==> src/rtl/mips_muldiv_seq.sv <==
// mips_muldiv_seq -- HI/LO multiply/divide sequencer for the MIPS core.
//
// Executes MULT/MULTU (shift-add) and DIV/DIVU (restoring) over 32
// iterations plus a sign-fixup cycle, and owns the HI/LO registers.
// MTHI/MTLO write in one idle cycle, and MFHI/MFLO read combinationally.
//
// Optional build macro: MIPS_MULDIV_FAST_MUL_EN. When it is defined,
// MULT/MULTU use a single-cycle hardware multiply (IDLE -> FIX).
// DIV/DIVU are the same in both builds.
//
// Handshake: an operation is accepted on a rising edge when start_i is
// high, busy_o is low and funct_i is one of the eight known codes.
// A known request that arrives while busy_o is high raises stall_o.
// The requester must hold start_i until stall_o drops; requests are
// not queued. An unknown funct is ignored and never stalls.
//
// Ports:
//   clk_i, reset_i     clock and asynchronous active-high reset
//   start_i, funct_i   issue strobe and funct code
//   a_i, b_i           rs / rt operands
//   busy_o             operation in flight
//   stall_o            issuer must hold its request
//   done_o             one-cycle pulse after HI/LO are written by MULT*/DIV*
//   hi_o, lo_o         HI/LO registers
//   mf_data_o          HI for MFHI, LO for MFLO, otherwise 0
//   dbg_state_o        FSM state, exposed for debug

module mips_muldiv_seq (
  input  logic        clk_i,
  input  logic        reset_i,
  input  logic        start_i,
  input  logic [5:0]  funct_i,
  input  logic [31:0] a_i,
  input  logic [31:0] b_i,
  output logic        busy_o,
  output logic        stall_o,
  output logic        done_o,
  output logic [31:0] hi_o,
  output logic [31:0] lo_o,
  output logic [31:0] mf_data_o,
  output logic [1:0]  dbg_state_o
);

  localparam logic [5:0] F_MFHI  = 6'h10;
  localparam logic [5:0] F_MTHI  = 6'h11;
  localparam logic [5:0] F_MFLO  = 6'h12;
  localparam logic [5:0] F_MTLO  = 6'h13;
  localparam logic [5:0] F_MULT  = 6'h18;
  localparam logic [5:0] F_MULTU = 6'h19;
  localparam logic [5:0] F_DIV   = 6'h1A;
  localparam logic [5:0] F_DIVU  = 6'h1B;

  typedef enum logic [1:0] {S_IDLE = 2'd0, S_MUL = 2'd1, S_DIV = 2'd2, S_FIX = 2'd3} state_t;

  state_t state, state_n;

  logic [4:0]  cnt;
  logic [63:0] acc;        // product (mul) or remainder:quotient (div)
  logic [31:0] opnd;       // multiplicand (mul) or divisor (div)
  logic        sign_a;     // dividend / multiplicand was negative
  logic        sign_b;
  logic        op_div;
  logic        div0;

  logic        known, is_mul, is_div, is_signed, accept;
  logic [31:0] abs_a, abs_b;
  logic [32:0] mul_sum;
  logic [32:0] rem33;
  logic [31:0] diff32;
  logic [63:0] mul_res;
  logic [31:0] q_fix, r_fix;
`ifdef MIPS_MULDIV_FAST_MUL_EN
  logic [63:0] fast_prod;
`endif

  // Decode and datapath helpers
  always_comb begin
    known     = funct_i inside {F_MFHI, F_MTHI, F_MFLO, F_MTLO,
                                F_MULT, F_MULTU, F_DIV, F_DIVU};
    is_mul    = (funct_i == F_MULT) || (funct_i == F_MULTU);
    is_div    = (funct_i == F_DIV)  || (funct_i == F_DIVU);
    is_signed = (funct_i == F_MULT) || (funct_i == F_DIV);
    accept    = start_i && (state == S_IDLE) && known;
    abs_a     = (is_signed && a_i[31]) ? (32'd0 - a_i) : a_i;
    abs_b     = (is_signed && b_i[31]) ? (32'd0 - b_i) : b_i;
    // Shift-add step: add multiplicand to the upper half when LSB is set.
    mul_sum   = {1'b0, acc[63:32]} + (acc[0] ? {1'b0, opnd} : 33'd0);
    // Restoring step: the shifted partial remainder needs 33 bits.
    rem33     = acc[63:31];
    diff32    = rem33[31:0] - opnd;
    mul_res   = (sign_a ^ sign_b) ? (64'd0 - acc) : acc;
    q_fix     = ((sign_a ^ sign_b) && !div0) ? (32'd0 - acc[31:0])  : acc[31:0];
    r_fix     = (sign_a && !div0)            ? (32'd0 - acc[63:32]) : acc[63:32];
`ifdef MIPS_MULDIV_FAST_MUL_EN
    if (funct_i == F_MULT)
      fast_prod = $signed({{32{a_i[31]}}, a_i}) * $signed({{32{b_i[31]}}, b_i});
    else
      fast_prod = {32'd0, a_i} * {32'd0, b_i};
`endif
  end

  // FSM: state register
  always_ff @(posedge clk_i or posedge reset_i) begin
    if (reset_i) state <= S_IDLE;
    else         state <= state_n;
  end

  // FSM: next state
  always_comb begin
    state_n = state;
    case (state)
      S_IDLE: begin
        if (accept && is_mul) begin
`ifdef MIPS_MULDIV_FAST_MUL_EN
          state_n = S_FIX;
`else
          state_n = S_MUL;
`endif
        end else if (accept && is_div) begin
          state_n = S_DIV;
        end
      end
      S_MUL, S_DIV: if (cnt == 5'd31) state_n = S_FIX;
      S_FIX:        state_n = S_IDLE;
      default:      state_n = S_IDLE;
    endcase
  end

  // FSM: outputs
  always_comb begin
    busy_o      = (state != S_IDLE);
    stall_o     = start_i && busy_o && known;
    dbg_state_o = state;
    if (funct_i == F_MFHI)      mf_data_o = hi_o;
    else if (funct_i == F_MFLO) mf_data_o = lo_o;
    else                        mf_data_o = 32'd0;
  end

  // Datapath and HI/LO
  always_ff @(posedge clk_i or posedge reset_i) begin
    if (reset_i) begin
      cnt    <= 5'd0;
      acc    <= 64'd0;
      opnd   <= 32'd0;
      sign_a <= 1'b0;
      sign_b <= 1'b0;
      op_div <= 1'b0;
      div0   <= 1'b0;
      hi_o   <= 32'd0;
      lo_o   <= 32'd0;
      done_o <= 1'b0;
    end else begin
      done_o <= 1'b0;
      case (state)
        S_IDLE: begin
          if (accept) begin
            if (funct_i == F_MTHI) hi_o <= a_i;
            if (funct_i == F_MTLO) lo_o <= a_i;
            if (is_mul || is_div) begin
              cnt    <= 5'd0;
              op_div <= is_div;
              div0   <= is_div && (b_i == 32'd0);
              sign_a <= is_signed && a_i[31];
              sign_b <= is_signed && b_i[31];
              if (is_div) begin
                opnd <= abs_b;
                acc  <= {32'd0, abs_a};
              end else begin
                opnd <= abs_a;
                acc  <= {32'd0, abs_b};
`ifdef MIPS_MULDIV_FAST_MUL_EN
                // Product is already signed; suppress the FIX negation.
                acc    <= fast_prod;
                sign_a <= 1'b0;
                sign_b <= 1'b0;
`endif
              end
            end
          end
        end
        S_MUL: begin
          acc <= {mul_sum, acc[31:1]};
          cnt <= cnt + 5'd1;
        end
        S_DIV: begin
          if (rem33 >= {1'b0, opnd}) acc <= {diff32, acc[30:0], 1'b1};
          else                       acc <= {acc[62:0], 1'b0};
          cnt <= cnt + 5'd1;
        end
        S_FIX: begin
          done_o <= 1'b1;
          cnt    <= 5'd0;
          if (op_div) begin
            hi_o <= r_fix;
            lo_o <= q_fix;
          end else begin
            hi_o <= mul_res[63:32];
            lo_o <= mul_res[31:0];
          end
        end
        default: ;
      endcase
    end
  end

endmodule

==> config.mk <==
export PLATFORM = sky130hd
export DESIGN_NAME = mips_muldiv_seq
export DESIGN_NICKNAME = d
export VERILOG_FILES = /design/src/rtl/mips_muldiv_seq.sv
export SDC_FILE = /design/constraint.sdc
export NUM_CORES = 1
export LEC_CHECK = 0
export ABC_AREA = 1
export BUFFER_PORTS_ARGS = -buffer_cell sky130_fd_sc_hd__buf_2
export CELL_PAD_IN_SITES_DETAIL_PLACEMENT = 1
export CELL_PAD_IN_SITES_GLOBAL_PLACEMENT = 2
export CORE_UTILIZATION = 25
export CTS_BUF_LIST = sky130_fd_sc_hd__clkbuf_4
export CTS_CLUSTER_SIZE = 12
export DETAILED_ROUTE_END_ITERATION = 16
export MAX_ROUTING_LAYER = met4
export PLACE_DENSITY_LB_ADDON = 0.1
export SLEW_MARGIN = 20
export SYNTH_ARGS = -nofsm -noshare
export SYNTH_HDL_FRONTEND = slang
export SYNTH_SLANG_ARGS = --single-unit
==> constraint.sdc <==
create_clock -name clk_i -period 5.6 [get_ports clk_i]
set_input_delay 0.84 -clock clk_i [delete_from_list [all_inputs] [get_ports clk_i]]
set_output_delay 0.84 -clock clk_i [all_outputs]
set_load 0.01 [all_outputs]
==> reports/metrics.yaml <==
status: "completed"
start_util_pct: 25.3
grt_pass1_vias: 23632
relSlewSlack_pct: 30.7
rsz0062_at_grt: "no"
cts_hold_buf: 0
viasPerCell: 5.18
drive_gt1_share_pct: 8.63
cts_tree: "yes"
rows: 100
required_ns: 6.34
dp.cells: 4390
ant_nets: 0
drv_slew: 0
cap_violations: 0
finalHoldViolCount: 0
dpl.hpwl_mm: 98.6
crit_type: "reg2reg"
final_cell_count_no_fill: 4426
num_io_pins: 174
vdd_drop_max_uv: 249
period_share_pct: 75.9
seq_area_frac_synth_pct: 22.7
cts_max_level: 4
worstHoldPathType: "in2async"
crit_path_top_delay_cell: "clkinv_2"
start_kind: "flip-flop"
nets: 3590
fin_crit_ns: 4.25
power.leakage_nw: 11.3
avgSynthCellArea_um2: 5.70
worstSkewPairLatency_ns: 0.82
cp-end-kind: "flip-flop"
busiest_layer: "met2"
power.total_mw: 11.2
fin_tns_setup_ns: 0
avgRoutedWirePerCell_um: 26.5
tightest_slew_ns: 1.03
clock_skew_ns: 0.0679
grtUsageMet3_pct: 1.96
met2_usage_pct: 52.5
dieArea_um2: 76800
globalplace.congestion: 0.952
grt_first_pass_wirelength_mm: 169
synthTopCellsByArea: "dfrtp_1 (23%), nand2_1 (21%), inv_1 (11%)"
num_vias: 22922
antenna_found_initial: 5
crit_chain: "inv_1 > ha_1 > nand3_2 > nor2_4 > nor2_2 > nor2_4 > clkinv_2 > nor2_2 > buf_4 > o21ai_0 > o211ai_1"
synth_top_cell_area_share_pct: 22.7
cts-root-buf: "clkbuf_4"
multi_input_area_um2: 12100
die_y_um: 277
cp.arrival_ns: 4.99
cts-buffers-inserted: 17
synth_cell_type_count: 48
io_buffer_count: 173
area_growth_pct: 11.5
path_max_fanout: 55
setup_viol: 0
synthTopCellsByCount: "nand2_1 (1,034), inv_1 (544), nor2_1 (387)"
synth_edf_count: 0
cts_setup_buffers: 0
synth.most_common_cell: "nand2_1"
overflow: 0
fmaxAchievable_mhz: 235
worst_path_largest_cell_delay_ns: 0.88
ys_ff_latch: 172
syn-cell-area_um2: 18900
synth_largest_area_cell: "dfrtp_1"
grt_max_degree: 85
clock-sinks: 172
ys_async_sr_fraction_pct: 100
die_w_um: 277
ys_warn_count: 0
n_fill_cell: 9845
clockBufferDepth: 2
utilization_pct: 28.3
netlist_instances: 3318
use_met1_pct: 39.7
wl_mm: 117
drtIter0Drc: 1698
synth_nets: 3468
core-area_um2: 74700
ys.flop_type: "dfrtp_1"
first_pass_iters: 5
path_clk_slew_ns: 0.22
drc: 0
track_usage_pct: 31.2
cts_resized: 0
regArea_um2: 4300
power.density_nw_per_um2: 530
[kinds of logic after synthesis]
| kind of cell | share of synthesized area, % |
|---|---|
| and+or+nand+nor | 42.6 |
| buffers and inverters | 13.4 |
| AOI/OAI and AO/OA | 13.6 |
| DFF | 22.7 |
| adders and majority gates | 5.17 |
| xor gates and xnor gates | 2.50 |
[sequential cells by signal, indices dropped and copies added (netlist names), 2 cells and up]
signal       cells
acc             64
hi_o            32
lo_o            32
opnd            32
cnt              5
dbg_state_o      2
[critical path, delay by kind of cell (launching register included)]
family | cells | cell delay, ns
compound gates | 2 | 0.34
fa+ha+maj | 1 | 0.35
buf+inv | 3 | 1.40
flops | 1 | 0.49
simple gates | 5 | 1.54
[report_power, final]
group	switching [mW]	internal (mW)
Sequential	0.623	1.76
Clock	0.685	0.210
Combinational	5.76	2.16
[layer usage]
layer | share of wire (%) | vias up
met5 | 0 | -
met4 | 3.2 | 0
met3 | 2.4 | 127
met2 | 49 | 472
met1 | 46 | 11509
li1 | - | 10814
[final cells by class]
class | instances | share of cell area (%)
diodes | 4 | 0.0474
clock buffers | 17 | 0.605
clock inverters | 15 | 0.848
inverters | 549 | 9.80
multi-input cells | 2496 | 57.4
flip-flops and latches | 172 | 20.4
well taps | 969 | 5.74
repair buffers | 204 | 5.20
[through the flow]
| step | setup slack, ns | area [µm²] | hold slack (ns) |
|---|---|---|---|
| final | 1.35 | 21100 | 0.0426 |
| after floorplan | 0.0999 | 18900 | 0.467 |
| after CTS | 1.89 | 21100 | 0.0652 |
| after global routing | 1.10 | 21100 | 0.0841 |
| after detailed placement | 1.70 | 20800 | 0.503 |
| after global placement | 1.84 | 20800 | 0.497 |
[cell usage in the layout, fill, tap and decap left out, types with 6 or more instances in the layout]
cell type / synthesis / final
xnor2_1: 16 / 16
a21oi_1: 121 / 121
buf_2: 22 / 173
dfrtp_1: 172 / 172
clkbuf_4: 0 / 17
nor2_4: 7 / 7
o22ai_1: 72 / 72
a22oi_1: 36 / 36
nand3b_1: 8 / 8
nand3_1: 351 / 351
nand4_1: 46 / 46
or2_2: 8 / 8
a31oi_1: 9 / 9
nand2_2: 7 / 9
inv_1: 544 / 543
o21bai_1: 8 / 8
ha_1: 75 / 74
o21ai_1: 16 / 16
clkinv_8: 0 / 6
nand2_1: 1034 / 1032
nor2_1: 387 / 387
and2_1: 6 / 6
o211ai_1: 24 / 24
nor3_1: 27 / 27
buf_4: 5 / 31
xor2_1: 38 / 38
nand3_2: 9 / 9
nor2_2: 16 / 16
o21ai_0: 150 / 150
[worst paths after layout]
kind	slack (ns)	depth (start not counted)	startpoint	to
max	1.35	11	dbg_state_o[0]	acc[5]
max in group asynchronous	4.18	3	reset_i	opnd[30]
min	0.04	2	reset_i	hi_o[24]
min in group clk_i	0.38	3	b_i[0]	opnd[0]
min reg2reg	0.55	2	lo_o[12]	lo_o[12]
max reg2reg	1.35	11	dbg_state_o[0]	acc[5]
No activity file was read; power rests on OpenSTA's default activity.
